$ cat src/rtl/mem_arbiter.sv
module mem_arbiter #(
  parameter int unsigned ADDR_W        = 32,
  parameter int unsigned DATA_W        = 32,
  parameter int unsigned MAX_LS_STREAK = 4
) (
  input  logic              clk,
  input  logic              reset,
  input  logic              if_req,
  input  logic [ADDR_W-1:0] if_addr,
  input  logic              if_flush,
  output logic              if_ack,
  output logic [DATA_W-1:0] if_rdata,
  input  logic              ls_req,
  input  logic              ls_we,
  input  logic [ADDR_W-1:0] ls_addr,
  input  logic [DATA_W-1:0] ls_wdata,
  output logic              ls_ack,
  output logic [DATA_W-1:0] ls_rdata,
  output logic              mem_req,
  output logic              mem_we,
  output logic [ADDR_W-1:0] mem_addr,
  output logic [DATA_W-1:0] mem_wdata,
  input  logic              mem_ack,
  input  logic [DATA_W-1:0] mem_rdata
);

  localparam int unsigned          STREAK_W   = $clog2(MAX_LS_STREAK + 1);
  localparam logic [STREAK_W-1:0]  STREAK_MAX = STREAK_W'(MAX_LS_STREAK);

  typedef enum logic [1:0] {
    IDLE,
    BUSY_IF,
    BUSY_LS
  } state_t;

  state_t              state;
  state_t              state_next;
  logic [STREAK_W-1:0] streak;
  logic                squash;
  logic                grant_ls;
  logic                grant_if;

  always_comb begin
    grant_ls = 1'b0;
    grant_if = 1'b0;
    if (state == IDLE) begin
      if (ls_req && !(if_req && (streak == STREAK_MAX))) begin
        grant_ls = 1'b1;
      end else if (if_req && !if_flush) begin
        grant_if = 1'b1;
      end
    end
  end

  always_ff @(posedge clk) begin
    if (reset) begin
      state <= IDLE;
    end else begin
      state <= state_next;
    end
  end

  always_comb begin
    state_next = state;
    case (state)
      IDLE: begin
        if (grant_ls) begin
          state_next = BUSY_LS;
        end else if (grant_if) begin
          state_next = BUSY_IF;
        end
      end
      BUSY_IF, BUSY_LS: begin
        if (mem_ack) begin
          state_next = IDLE;
        end
      end
      default: state_next = IDLE;
    endcase
  end

  always_comb begin
    mem_req  = (state != IDLE);
    ls_ack   = mem_ack && (state == BUSY_LS);
    if_ack   = mem_ack && (state == BUSY_IF) && !squash && !if_flush;
    ls_rdata = mem_rdata;
    if_rdata = mem_rdata;
  end

  always_ff @(posedge clk) begin
    if (reset) begin
      mem_we    <= 1'b0;
      mem_addr  <= '0;
      mem_wdata <= '0;
    end else if (grant_ls) begin
      mem_we    <= ls_we;
      mem_addr  <= ls_addr;
      mem_wdata <= ls_wdata;
    end else if (grant_if) begin
      mem_we    <= 1'b0;
      mem_addr  <= if_addr;
    end
  end

  always_ff @(posedge clk) begin
    if (reset) begin
      streak <= '0;
    end else if (grant_ls) begin
      if (!if_req) begin
        streak <= '0;
      end else if (streak != STREAK_MAX) begin
        streak <= streak + STREAK_W'(1);
      end
    end else if (grant_if) begin
      streak <= '0;
    end
  end

  // Clearing on completion takes priority so a flush in the ack cycle cannot leak into the next transaction.
  always_ff @(posedge clk) begin
    if (reset) begin
      squash <= 1'b0;
    end else if ((state != IDLE) && mem_ack) begin
      squash <= 1'b0;
    end else if (((state == BUSY_IF) || grant_if) && if_flush) begin
      squash <= 1'b1;
    end
  end

endmodule

$ cat config.mk
export PLATFORM = sky130hd
export DESIGN_NAME = mem_arbiter
export DESIGN_NICKNAME = d
export VERILOG_FILES = /design/src/rtl/mem_arbiter.sv
export SDC_FILE = /design/constraint.sdc
export NUM_CORES = 1
export LEC_CHECK = 0
export BUFFER_PORTS_ARGS = -buffer_cell sky130_fd_sc_hd__buf_4
export CAP_MARGIN = 0
export CORE_AREA = 2 2 102 104
export DETAILED_ROUTE_END_ITERATION = 12
export DIE_AREA = 0 0 104 106
export PLACE_DENSITY = 0.8
export SETUP_SLACK_MARGIN = 0.4
export SYNTH_ARGS = -nofsm -noshare
export SYNTH_HDL_FRONTEND = slang
export SYNTH_SLANG_ARGS = --single-unit
$ cat constraint.sdc
create_clock -name clk -period 1.8 [get_ports clk]
set_clock_uncertainty 0.15 [all_clocks]
set_input_delay 0.09 -clock clk [delete_from_list [all_inputs] [get_ports clk]]
set_output_delay 0.09 -clock clk [all_outputs]
set_load 0.01 [all_outputs]
* After elaboration in Yosys (flattened, before gate mapping)
Index checks and enable logic that the tools add are counted.
Word-level totals: register bits 71, output and inout bits 132
Operators by class: add/sub/neg operators 1, eq/ne operators 7, muxes and demuxes 17, reductions and logical operators 20
Operators by type and width (count):
- $mux W32 | 2
- $mux W3 | 4
- $logic_and A1 B1 Y1 | 9
- $mux W1 | 7
- $mux W2 | 3
- $ne A3 B3 Y1 const B | 2
- $pmux W2 S2 | 1
- $reduce_and A2 Y1 | 2
- $reduce_bool A2 Y1 | 2
- $reduce_or A2 Y1 | 2
- $add A3 B1 Y3 const B | 1
- $eq A3 B3 Y1 const B | 1
- $logic_not A1 Y1 | 3
- $ne A3 B2 Y1 const B | 1
- $eq A2 B1 Y1 const B | 1
- $eq A2 B2 Y1 const B | 1
- $logic_not A2 Y1 | 1
- $ne A2 B2 Y1 const B | 1
- $logic_or A1 B1 Y1 | 1

* Longest topological paths before layout
depth in word-level cells 9, depth in mapped cells 8, mapped depth without buffers 6

* Worst setup path after synthesis
No wires, ideal clock.
path kind flip-flop to flip-flop, start register state[0], end register mem_we, setup time 0.117 ns, arrival time 1.537 ns, data required time 1.533 ns, path slack -0.005 ns, cell stages (with the launch flop) 8, clock period less this slack 1.805 ns, cells stage by stage dfxtp_1 > inv_1 > ha_1 > and2_1 > and2_1 > buf_4 > buf_2 > a32o_1
Between the ends: cells in the longest elaborated chain, start to end 3, elaborated cells between the ends (all ways) 5, those cells by class 3 x mux; 2 x reduce/logical
Ends and longest elaborated chain:
- start: declaration | line 36 | state_t state;
- start signal: assignment | line 59 | state <= state_next;
- $logic_not A2 Y1 * | line 46 | if (state == IDLE) begin
- $mux W1 | line 46
- $mux W1 or $reduce_bool A2 Y1 (tied branches)
- end signal: assignment | line 96 | mem_we <= ls_we;
- end: declaration | line 20 | output logic mem_we,
Mark *: on every way between the ends. The rest lies on a longest branch, timed or not. A chain may end at the register's enable or synchronous reset.

* Final worst setup path
start register streak[1], end register mem_addr[9]
Between the ends: cells in the longest elaborated chain, start to end 7, elaborated cells between the ends (all ways) 10, those cells by class 1 x eq/ne; 5 x mux; 4 x reduce/logical
Ends and longest elaborated chain:
- start: declaration | line 38 | logic [STREAK_W-1:0] streak;
- start signal: assignment | line 112 | streak <= streak + STREAK_W'(1);
- $eq A3 B3 Y1 * | line 47 | if (ls_req && !(if_req && (streak == STREAK_MAX))) begin
- $logic_and A1 B1 Y1 * | line 47
- $logic_not A1 Y1 * | line 47
- $logic_and A1 B1 Y1 * | line 47
- $mux W1 | line 47
- $mux W1 | line 46
- $mux W32 or $reduce_bool A2 Y1 (tied branches)
- end signal: assignment | line 97 | mem_addr <= ls_addr;
- end signal: assignment | line 101 | mem_addr <= if_addr;
- end: declaration | line 21 | output logic [ADDR_W-1:0] mem_addr,
Marked as above.

==> impl_metrics.ini <==
[status]
outcome = complete, no violations

[clock_network]
root_buffer = clkbuf_8
cts_tree = yes
cts.path.max_buffers = 2
cts_num_sinks = 71
cts_buffers = 9
clkLatencyLatePin_ps = 330
path_clk_slew_ps = 70
htree_levels = 3

[synthesis]
synthArstFlopShare_pct = 0
netlist_area_sq_um = 3230
synth_ff_type = dfxtp_1
synth_cells = 394
avgSynthCellArea_sq_um = 8.19
yosysWarnings = 0
syn-num-nets = 534
ys_seq_elements = 71
synth.distinct_cells = 31
synth_edf_count = 0
synth.yosys.seq_area_share_pct = 44.0

[drt]
drt-pass1-iter-count = 4
wl_microns = 12900
wl_per_cell_microns = 16.9
dr_total_vias = 3757
via_per_inst = 4.90
ant_nets = 0
drc = 0
drtIter0Drc = 215

[flow_run]
max_cap_viol_count = 0

[cells_and_area]
nNetsFinal = 765
synthToLayoutAreaGrowth_pct = 85.4
design_area_sq_um = 5980
diodes = 0
final_util_pct = 59.8
drive_above_1_share_pct = 42.9

[worst_setup_path]
slowest_delay_ps = 400
cp_slowest_cell = o41ai_4
crit_type = reg2reg
endpoint_kind = register
cp.required_ps = 1900
crit_buf_inv = 3
critPathTopFamily = compound AO/OA/AOI/OAI gates
arrival_ps = 1860
cp_max_fo = 17
path_cells = inv_2, ha_4, a21boi_4, o41ai_4, buf_4, buf_12, nand2_1, o21ai_1
start_kind = register

[timing]
rsz0062_at_grt = yes
fmax_mhz = 570
slew_viol_final = 0
finalSetupViolCount = 0
period_needed_ps = 1750
finalHoldViolCount = 0
worst_slew_pin_slew_ps = 538
hold_ws_ps = 30.0
fin_crit_sh_pct = 97.4
maxSlewHeadroom_pct = 64.1

[hold_path]
min-delay-path-class = in2out

[power_and_ir_drop]
pwr-share-seq_pct = 41.2
powerDensity_nw_per_um2 = 736
p_switching_mw = 1.31
power_leakage_nw = 2.66
combPwrFrac_pct = 33.2
clkPwrFrac_pct = 25.6
swShare_pct = 29.6
p_int_mw = 3.10
vdd_ir_drop_max_mv = 0.335

[global_route]
track_usage_pct = 21.9
grt_max_degree = 36
antenna_found_initial = 0
grt_pass1_wl_microns = 19200
overflow = 0
grt_pass1_vias = 3913

[die]
num_rows = 37
io_pins = 267
core_sq_um = 10000
fp.dieW_microns = 104
start_util_pct = 32.3
die_area_sq_um = 11000
die_height_microns = 106

[placement]
portBuffers = 170
placed_area_sq_um = 4250
gp_routability_congestion = 0.806
dp_hpwl_microns = 6140
[what timing repair did]
item                       in CTS  in global routing
hold endpoints to repair       68                  0
setup endpoints to repair      73                 73
gates cloned                    5                  2
gates resized for setup        24                 29
pin swaps                       5                 15
hold buffers                  101                  0
setup buffers                  16                  6
[worst paths after layout]
check | cells after the start | endpoint | slack, ps | from
worst max-delay path | 8 | mem_addr[9] | 50 | streak[1]
worst min-delay path | 0 | if_rdata[0] | 30 | mem_rdata[0]
worst max register to register | 8 | mem_addr[9] | 50 | streak[1]
worst min register to register | 2 | mem_addr[14] | 300 | mem_addr[14]
[kinds of logic after synthesis]
| group | after synthesis | share of synthesized area [%] |
|---|---|---|
| DFF | 71 | 44.0 |
| and+or+nand+nor | 115 | 14.3 |
| adders and majority gates | 5 | 1.94 |
| AOI/OAI and AO/OA | 110 | 20.4 |
| buffers and inverters | 93 | 19.3 |
[worst reg2reg max path, delay by kind of cell (launching register included)]
family	cells	cell delay, ps
AOI/OAI and AO/OA	3	550
buffers and inverters	3	420
DFF	1	330
adders and majority gates	1	150
and+or+nand+nor	1	80
[cell usage in the layout, fill, tap and decap left out, types with 2 or more instances in the layout]
cell type / n
buf_12: 8
o21ai_1: 30
buf_6: 10
a21oi_1: 33
nand2_4: 2
and2_4: 3
o22ai_1: 31
inv_2: 3
nand2_1: 83
buf_4: 181
o21ai_2: 2
dfxtp_1: 67
inv_4: 2
bufbuf_16: 2
clkbuf_8: 10
o21ai_0: 2
nor2b_1: 3
buf_16: 3
a22o_1: 2
dfxtp_2: 3
clkinv_2: 4
nand2_2: 16
dlygate4sd3_1: 101
ha_4: 4
[power groups by stage]
stage / logic (mW) / clock network (mW) / registers, mW
2_1_floorplan: 0.544 / 0 / 1.90
3_3_place_gp: 0.932 / 0 / 1.84
3_5_place_dp: 0.960 / 0 / 1.84
4_1_cts: 1.34 / 1.17 / 1.80
5_1_grt: 1.55 / 1.23 / 1.83
6_report: 1.46 / 1.13 / 1.81
[registers in the layout, summed over array words and instances (netlist names)]
| name | count |
|---|---|
| mem_addr | 32 |
| mem_wdata | 32 |
| mem_we | 1 |
| squash | 1 |
| state | 2 |
| streak | 3 |
[synthesized netlist by cell type, types with 2 or more instances]
library cell	n	area share [%]
a211oi_1	2	0.47
o22ai_1	32	6.2
o21ai_1	9	1.4
nand3_1	2	0.31
dfxtp_1	71	44
buf_6	3	1.0
o21ai_2	2	0.54
clkbuf_1	12	1.4
a22o_1	2	0.54
buf_4	65	15
inv_1	6	0.70
nor2b_1	3	0.58
ha_1	5	1.9
o21ai_0	23	3.6
nand2_1	101	12
buf_2	6	0.93
a21oi_1	34	5.3
and2_1	3	0.58
[cell type report]
cell class | instances | area [sq um]
fillers | 793 | 4020
flip-flops and latches | 71 | 1430
multi-input cells | 230 | 1350
well taps | 136 | 170
clock buffers | 10 | 138
inverters | 6 | 27.5
repair buffers | 307 | 2830
clock inverters | 6 | 36.3
[through the flow]
stage	cells	setup TNS [ps]	total power [mW]	worst slack (ps)
2_1_floorplan	394	0	2.45	150
3_3_place_gp	620	0	2.77	154
3_5_place_dp	620	0	2.80	30.5
4_1_cts	758	0	4.32	136
5_1_grt	766	-291	4.61	-41.6
6_report	766	0	4.40	46.0
[per-layer routing]
layer	vias up	wire length (microns)	track usage, %
li1	1729	-	-
met1	1749	4640	21.4
met2	216	6850	41.9
met3	63	852	6.19
met4	0	580	11.3
met5	-	0	0
Power figures use the tool's default switching activity.
